[config.mk]
export PLATFORM = sky130hd
export DESIGN_NAME = uart_serial_receiver_flat
export DESIGN_NICKNAME = d
export VERILOG_FILES = /design/src/rtl/uart_serial_receiver_if.sv /design/src/rtl/uart_serial_receiver.sv /design/src/flat_wrapper.sv
export SDC_FILE = /design/constraint.sdc
export NUM_CORES = 1
export LEC_CHECK = 0
export CORE_MARGIN = 3
export CORE_UTILIZATION = 65
export CTS_BUF_LIST = sky130_fd_sc_hd__clkbuf_8
export DETAILED_ROUTE_END_ITERATION = 16
export PLACE_DENSITY = 0.95
export SYNTH_ARGS = -nofsm -noshare
export SYNTH_HDL_FRONTEND = slang
export SYNTH_SLANG_ARGS = --single-unit
[constraint.sdc]
create_clock -name clk -period 8.55 [get_ports clk]
set_input_delay 1.2825 -clock clk [delete_from_list [all_inputs] [get_ports clk]]
set_output_delay 1.2825 -clock clk [all_outputs]
set_load 0.01 [all_outputs]
[src/rtl/uart_serial_receiver_if.sv]
// Receive-FIFO pop port: head-of-queue character with its error flags and a
// valid/ready handshake. The receiver drives it as master; the consumer is the slave.
interface uart_serial_receiver_if;
   logic [7:0] data;
   logic       parity_err;
   logic       framing_err;
   logic       break_det;
   logic       valid;
   logic       ready;

   modport master (
      output data, parity_err, framing_err, break_det, valid,
      input  ready
   );

   modport slave (
      input  data, parity_err, framing_err, break_det, valid,
      output ready
   );
endinterface

[src/rtl/uart_serial_receiver.sv]
// UART serial-line receiver: 16x oversampled deserializer with parity, framing
// and break detection, feeding a small receive FIFO with CTS-style flow control.
module uart_serial_receiver #(
   parameter int FIFO_DEPTH = 4
) (
   input  logic                          clk,
   input  logic                          rst,
   input  logic [15:0]                   divisor,
   input  logic [1:0]                    word_len,
   input  logic                          parity_en,
   input  logic                          parity_even,
   input  logic                          rx,
   uart_serial_receiver_if.master        fifo_if,
   output logic                          overrun,
   output logic                          cts_n
);

   localparam int PTR_W = $clog2(FIFO_DEPTH);
   localparam int CNT_W = PTR_W + 1;

   typedef enum logic [2:0] {
      IDLE, START, DATA, PARITY, STOP, WAIT_IDLE
   } state_t;

   state_t            state, state_n;
   logic              rx_p0, rx_p1;
   logic              rxs;
   logic [15:0]       cfg_div;
   logic [1:0]        cfg_len;
   logic              cfg_pen;
   logic              cfg_peven;
   logic [15:0]       dmax;
   logic [15:0]       pre;
   logic              tick;
   logic [3:0]        tcnt;
   logic [2:0]        bcnt;
   logic [2:0]        last_bit;
   logic [7:0]        shreg;
   logic              par_bit;
   logic              mid_start;
   logic              bit_smp;
   logic              do_push;
   logic              exp_par;
   logic [10:0]       entry;
   logic [10:0]       mem [FIFO_DEPTH];
   logic [10:0]       head;
   logic [PTR_W-1:0]  wr_ptr, rd_ptr;
   logic [CNT_W-1:0]  count;
   logic              full, pop, wr_en, drop;

   // ---- stage p0/p1: two-flop synchronizer, reset to idle-high
   always_ff @(posedge clk or posedge rst) begin
      if (rst) begin
         rx_p0 <= 1'b1;
         rx_p1 <= 1'b1;
      end else begin
         rx_p0 <= rx;
         rx_p1 <= rx_p0;
      end
   end
   assign rxs = rx_p1;

   // ---- configuration latch and 16x prescaler, both restarted at start detection
   always_ff @(posedge clk or posedge rst) begin
      if (rst) begin
         cfg_div   <= 16'd1;
         cfg_len   <= 2'd3;
         cfg_pen   <= 1'b0;
         cfg_peven <= 1'b0;
      end else if (state == IDLE && !rxs) begin
         cfg_div   <= divisor;
         cfg_len   <= word_len;
         cfg_pen   <= parity_en;
         cfg_peven <= parity_even;
      end
   end

   assign dmax = (cfg_div == 16'd0) ? 16'd1 : cfg_div;
   assign tick = (pre == dmax - 16'd1);

   always_ff @(posedge clk or posedge rst) begin
      if (rst)                        pre <= 16'd0;
      else if (state == IDLE || tick) pre <= 16'd0;
      else                            pre <= pre + 16'd1;
   end

   assign mid_start = (state == START) && tick && (tcnt == 4'd7);
   assign bit_smp   = tick && (tcnt == 4'd15);
   assign last_bit  = {1'b0, cfg_len} + 3'd4;

   // Tick counter realigns at mid-start so every later sample lands mid-bit.
   always_ff @(posedge clk or posedge rst) begin
      if (rst)                             tcnt <= 4'd0;
      else if (state == IDLE || mid_start) tcnt <= 4'd0;
      else if (tick)                       tcnt <= tcnt + 4'd1;
   end

   // ---- frame state machine
   always_ff @(posedge clk or posedge rst) begin
      if (rst) state <= IDLE;
      else     state <= state_n;
   end

   always_comb begin
      state_n = state;
      do_push = 1'b0;
      case (state)
         IDLE:      if (!rxs) state_n = START;
         START:     if (mid_start) state_n = rxs ? IDLE : DATA;
         DATA:      if (bit_smp && bcnt == last_bit) state_n = cfg_pen ? PARITY : STOP;
         PARITY:    if (bit_smp) state_n = STOP;
         STOP: begin
            if (bit_smp) begin
               do_push = 1'b1;
               state_n = rxs ? IDLE : WAIT_IDLE;
            end
         end
         WAIT_IDLE: if (rxs) state_n = IDLE;
         default:   state_n = IDLE;
      endcase
   end

   // ---- bit capture; cleared in IDLE so no reset is needed
   always_ff @(posedge clk) begin
      if (state == IDLE) begin
         shreg   <= 8'd0;
         bcnt    <= 3'd0;
         par_bit <= 1'b0;
      end else if (state == DATA && bit_smp) begin
         shreg[bcnt] <= rxs;
         bcnt        <= bcnt + 3'd1;
      end else if (state == PARITY && bit_smp) begin
         par_bit <= rxs;
      end
   end

   assign exp_par = (^shreg) ^ ~cfg_peven;
   assign entry   = { (shreg == 8'd0) && !par_bit && !rxs,
                      !rxs,
                      cfg_pen && (par_bit != exp_par),
                      shreg };

   // ---- receive FIFO
   assign full  = (count == CNT_W'(FIFO_DEPTH));
   assign pop   = fifo_if.valid && fifo_if.ready;
   assign wr_en = do_push && (!full || pop);
   assign drop  = do_push && full && !pop;

   always_ff @(posedge clk) begin
      if (wr_en) mem[wr_ptr] <= entry;
   end

   always_ff @(posedge clk or posedge rst) begin
      if (rst) begin
         wr_ptr  <= '0;
         rd_ptr  <= '0;
         count   <= '0;
         overrun <= 1'b0;
         cts_n   <= 1'b0;
      end else begin
         overrun <= drop;
         cts_n   <= (count > CNT_W'(FIFO_DEPTH - 2));
         if (wr_en) wr_ptr <= wr_ptr + 1'b1;
         if (pop)   rd_ptr <= rd_ptr + 1'b1;
         case ({wr_en, pop})
            2'b10:   count <= count + 1'b1;
            2'b01:   count <= count - 1'b1;
            default: count <= count;
         endcase
      end
   end

   // Head fields read as zero while empty, so storage needs no reset.
   assign head                = mem[rd_ptr];
   assign fifo_if.valid       = (count != '0);
   assign fifo_if.data        = fifo_if.valid ? head[7:0] : 8'd0;
   assign fifo_if.parity_err  = fifo_if.valid & head[8];
   assign fifo_if.framing_err = fifo_if.valid & head[9];
   assign fifo_if.break_det   = fifo_if.valid & head[10];

endmodule

[src/flat_wrapper.sv]
// flat-port wrapper written by rule: the top's interface ports become plain ports
module uart_serial_receiver_flat 
#(
   parameter int FIFO_DEPTH = 4
)
  (clk, rst, divisor, word_len, parity_en, parity_even, rx, overrun, cts_n, fifo_if_data, fifo_if_parity_err, fifo_if_framing_err, fifo_if_break_det, fifo_if_valid, fifo_if_ready);
  uart_serial_receiver_if fifo_if_i ();
  input  logic clk;
  input  logic rst;
  input  logic [15:0] divisor;
  input  logic [1:0] word_len;
  input  logic parity_en;
  input  logic parity_even;
  input  logic rx;
  output logic overrun;
  output logic cts_n;
  output wire logic [$bits(fifo_if_i.data)-1:0] fifo_if_data;
  output wire logic [$bits(fifo_if_i.parity_err)-1:0] fifo_if_parity_err;
  output wire logic [$bits(fifo_if_i.framing_err)-1:0] fifo_if_framing_err;
  output wire logic [$bits(fifo_if_i.break_det)-1:0] fifo_if_break_det;
  output wire logic [$bits(fifo_if_i.valid)-1:0] fifo_if_valid;
  input wire logic [$bits(fifo_if_i.ready)-1:0] fifo_if_ready;
  assign fifo_if_data = fifo_if_i.data;
  assign fifo_if_parity_err = fifo_if_i.parity_err;
  assign fifo_if_framing_err = fifo_if_i.framing_err;
  assign fifo_if_break_det = fifo_if_i.break_det;
  assign fifo_if_valid = fifo_if_i.valid;
  assign fifo_if_i.ready = fifo_if_ready;
  uart_serial_receiver #(.FIFO_DEPTH(FIFO_DEPTH)) u_core (.clk(clk), .rst(rst), .divisor(divisor), .word_len(word_len), .parity_en(parity_en), .parity_even(parity_even), .rx(rx), .fifo_if(fifo_if_i), .overrun(overrun), .cts_n(cts_n));
endmodule
==> impl_metrics.yaml <==
timing:
  worst-slew-pin-transition_ns: 1.15
  holdWs_ns: 0.365
  finClkSkew_ns: 0.0142
  finalCritPeriodShare_pct: 59.7
  finalCriticalPeriod_ns: 5.11
  rsz0062_at_grt: "false"
  hold_viol_final: 0
  max_freq_ghz: 0.196
  setup_viol: 0
  maxSlewViolCount: 0
  slew_headroom_pct: 23.4
  setup_tns_ns: 0
grt:
  grt_pass1_vias: 4076
  met3_usage_pct: 3.89
  met2_usage_pct: 44.9
  groute.layer.met1.usage_pct: 33.0
  grt_max_degree: 55
  gr-max-usage-layer: "met2"
  grt_antenna_before_repair: 0
  overflow: 0
  track_usage_pct: 25.7
  grt_pass1_wl_um: 20100
place:
  placed_area_um2: 6140
  io_buffers: 37
  dp_hpwl_um: 8480
  gp_congestion: 0.900
setup_path:
  endpoint_kind: "register"
  worstPathRequired_ns: 8.82
  slowest_delay_ns: 0.71
  cp.arrival_ns: 5.37
  critical_path.top_delay_family: "simple AND/OR/NAND/NOR gates"
  cp-start-kind: "register"
  criticalPathCategory: "register to register"
  crit_cells: 15
  cp_max_fo: 14
  worstPathCellList: "or4_4, nor4_2, a21oi_1, ha_1, nor3b_1, nand4_1, xnor2_1, nand4b_1, nor4_4, nand3_1, nand3_1, fa_1, nand2_1, a21oi_1, a2111oi_2"
  worstRegToRegCells: 15
  cp_num_buf_inv: 0
  crit_path_top_delay_cell: "nor4_4"
synth:
  synth_cells: 509
  synth_cell_types: 62
  syn_area_um2: 5720
  synthFlopType: "dfrtp_1"
  synth-seq-area-share_pct: 51.0
  synth-edff-count: 44
  synth_async_sr_flop_share_pct: 49.1
  syn_nets: 546
  synth_area_per_cell_um2: 11.2
  ys_ff_latch: 110
  yosys_warnings: 0
power_and_ir_drop:
  clockPowerShare_pct: 26.7
  p_per_area_nw_per_um2: 181
  p_switching_uw: 348
  vdd_drop_max_mv: 0.119
  p_sw_share_pct: 30.3
  p_comb_share_pct: 18.4
  seqPwrFrac_pct: 55.0
  p_int_uw: 802
  power_leakage_uw: 0.00243
die:
  ioPinCount: 38
  core_um2: 8380
  start_util_pct: 68.3
  die_w_um: 99.8
  row_count: 33
  die-area_um2: 9960
  die_y_um: 99.8
clocking:
  clock_path_buffers: 2
  clk_pin_slew_ns: 0.11
  cts_setup_buffers: 0
  cts_tree: "yes"
  htree_levels: 3
  worstSkewPairLatency_ns: 0.38
  cts_buffers: 9
  hold_buffers: 0
  numClockSinks: 110
  root_buffer: "clkbuf_8"
  cts_resized: 0
final_layout:
  area_growth_pct: 10.8
  final_nets: 572
  stdcell_area_um2: 6340
  antenna_cells: 0
  drive_gt1_share_pct: 12.2
hold_path:
  holdCritPathClass: "register to register"
  holdPathStages: 0
drt:
  ant_nets: 0
  wl_per_cell_um: 18.5
  routed_via_density: 6.39
  drc: 0
  first_pass_iters: 6
  wl_um: 11900
  drtIter0Drc: 404
  vias: 4123
outcome:
  outcome: "finished, final reports clean"
run:
  maxCapViolations: 0
==> registers in the layout, summed over array words and instances (netlist names), 2 cells and up <==
signal	cells
u_core.count	3
u_core.mem	44
u_core.cfg_len	2
u_core.shreg	8
u_core.tcnt	4
u_core.wr_ptr	2
u_core.cfg_div	16
u_core.pre	16
u_core.rd_ptr	2
u_core.state	3
u_core.bcnt	3
==> metrics by stage <==
step | util [%] | setup slack (ns) | power (uW) | cells
after floorplan | - | 4.19 | 776 | 509
after global placement | 73.3 | 3.87 | 838 | 629
after detailed placement | 73.3 | 3.60 | 850 | 629
after CTS | 75.6 | 3.52 | 1150 | 645
after global routing | 75.6 | 3.10 | 1200 | 645
final | 75.6 | 3.44 | 1150 | 645
==> power by group through the flow <==
stage | clock [uW] | combinational [uW] | sequential (uW)
3_5_place_dp | 0 | 207 | 643
3_3_place_gp | 0 | 197 | 641
6_report | 307 | 211 | 632
4_1_cts | 308 | 211 | 632
2_1_floorplan | 0 | 168 | 608
5_1_grt | 333 | 231 | 641
==> cell usage after synthesis, drive strengths merged (4+ instances only) <==
cell type  instances  share of area [%]
dfrtp             49                 21
edfxtp            44                 23
nor2              39                2.6
nand2             37                2.4
xnor2             30                4.6
nand3             24                2.2
inv               21                1.4
mux2              19                3.7
clkbuf            16                1.0
xor2              16                2.4
nor3              15                1.3
mux2i             13                2.3
a21oi             12                1.0
and2              12                1.3
dfxtp             12                4.2
ha                12                2.6
and3              11                1.2
mux4              11                4.3
nor4              11                1.6
nand2b             9               0.98
nand4              9                1.1
o21ai              8               0.70
buf                7               0.57
or3                7               0.77
dfstp              5                2.3
or2                5               0.55
or4                5               0.72
nor2b              4               0.44
nor3b              4               0.52
o22ai              4               0.44
o31ai              4               0.52
==> layer usage <==
metal / up-vias / part of all wire (%)
met1: 2043 / 39
met3: 25 / 6.2
li1: 1889 / -
met2: 166 / 53
met4: 0 / 1.9
met5: - / 0
==> final timing paths <==
check / start / endpoint / slack, ns
setup / recovery: u_core.cfg_div[4]$_DFFE_PP0P_ / u_core.count[1]$_DFFE_PP0P_ / 3.44
hold / removal: u_core.rx_p0$_DFF_PP1_ / u_core.rx_p1$_DFF_PP1_ / 0.36
setup reg to reg: u_core.cfg_div[4]$_DFFE_PP0P_ / u_core.count[1]$_DFFE_PP0P_ / 3.44
max in group asynchronous: rst / u_core.cfg_div[11]$_DFFE_PP0P_ / 6.69
min in group asynchronous: rst / u_core.cts_n$_DFF_PP0_ / 1.39
hold reg to reg: u_core.rx_p0$_DFF_PP1_ / u_core.rx_p1$_DFF_PP1_ / 0.36
==> layout make-up <==
cell class / instances / area, um^2
Multi-Input combinational cell: 355 / 2630
Inverter: 21 / 78.8
Timing Repair Buffer: 38 / 378
Fill cell: 518 / 2040
Tap cell: 105 / 131
Clock buffer: 9 / 124
Clock inverter: 7 / 73.8
Sequential cell: 110 / 2920
==> worst register-to-register path: cells and delay by family, from the launching register on <==
family          cells  cell delay (ns)
flops               1             0.49
compound gates      3             0.60
simple gates        9             3.00
xor+xnor            1             0.14
fa+ha+maj           2             0.76
==> cells by family after synthesis <==
logic type,synth area share [%]
fa+ha+maj,2.97
buf+inv,3.00
xor+xnor,7.43
simple gates,19.2
flops,51.0
mux,10.3
compound gates,5.99
==> placed cells by master (no fill, tap or decap), drive strengths merged, types with 3 or more instances in the layout <==
cell type / count
o211ai: 3
dfrtp: 49
nand2b: 9
inv: 24
a31oi: 3
clkdlybuf4s50: 37
o22ai: 4
edfxtp: 44
clkbuf: 9
xnor2: 30
a21oi: 12
and3: 11
or3: 7
nor3: 15
ha: 12
nand2: 37
dfstp: 5
nor2: 39
mux4: 11
or4: 5
nor2b: 4
o31ai: 4
clkinv: 4
o21ai: 8
nand4: 9
xor2: 16
nor4b: 3
or2: 5
mux2: 19
dfxtp: 12
nor4: 11
and2: 12
nand3: 24
mux2i: 13
nor3b: 4
Power figures use the tool's default switching activity.
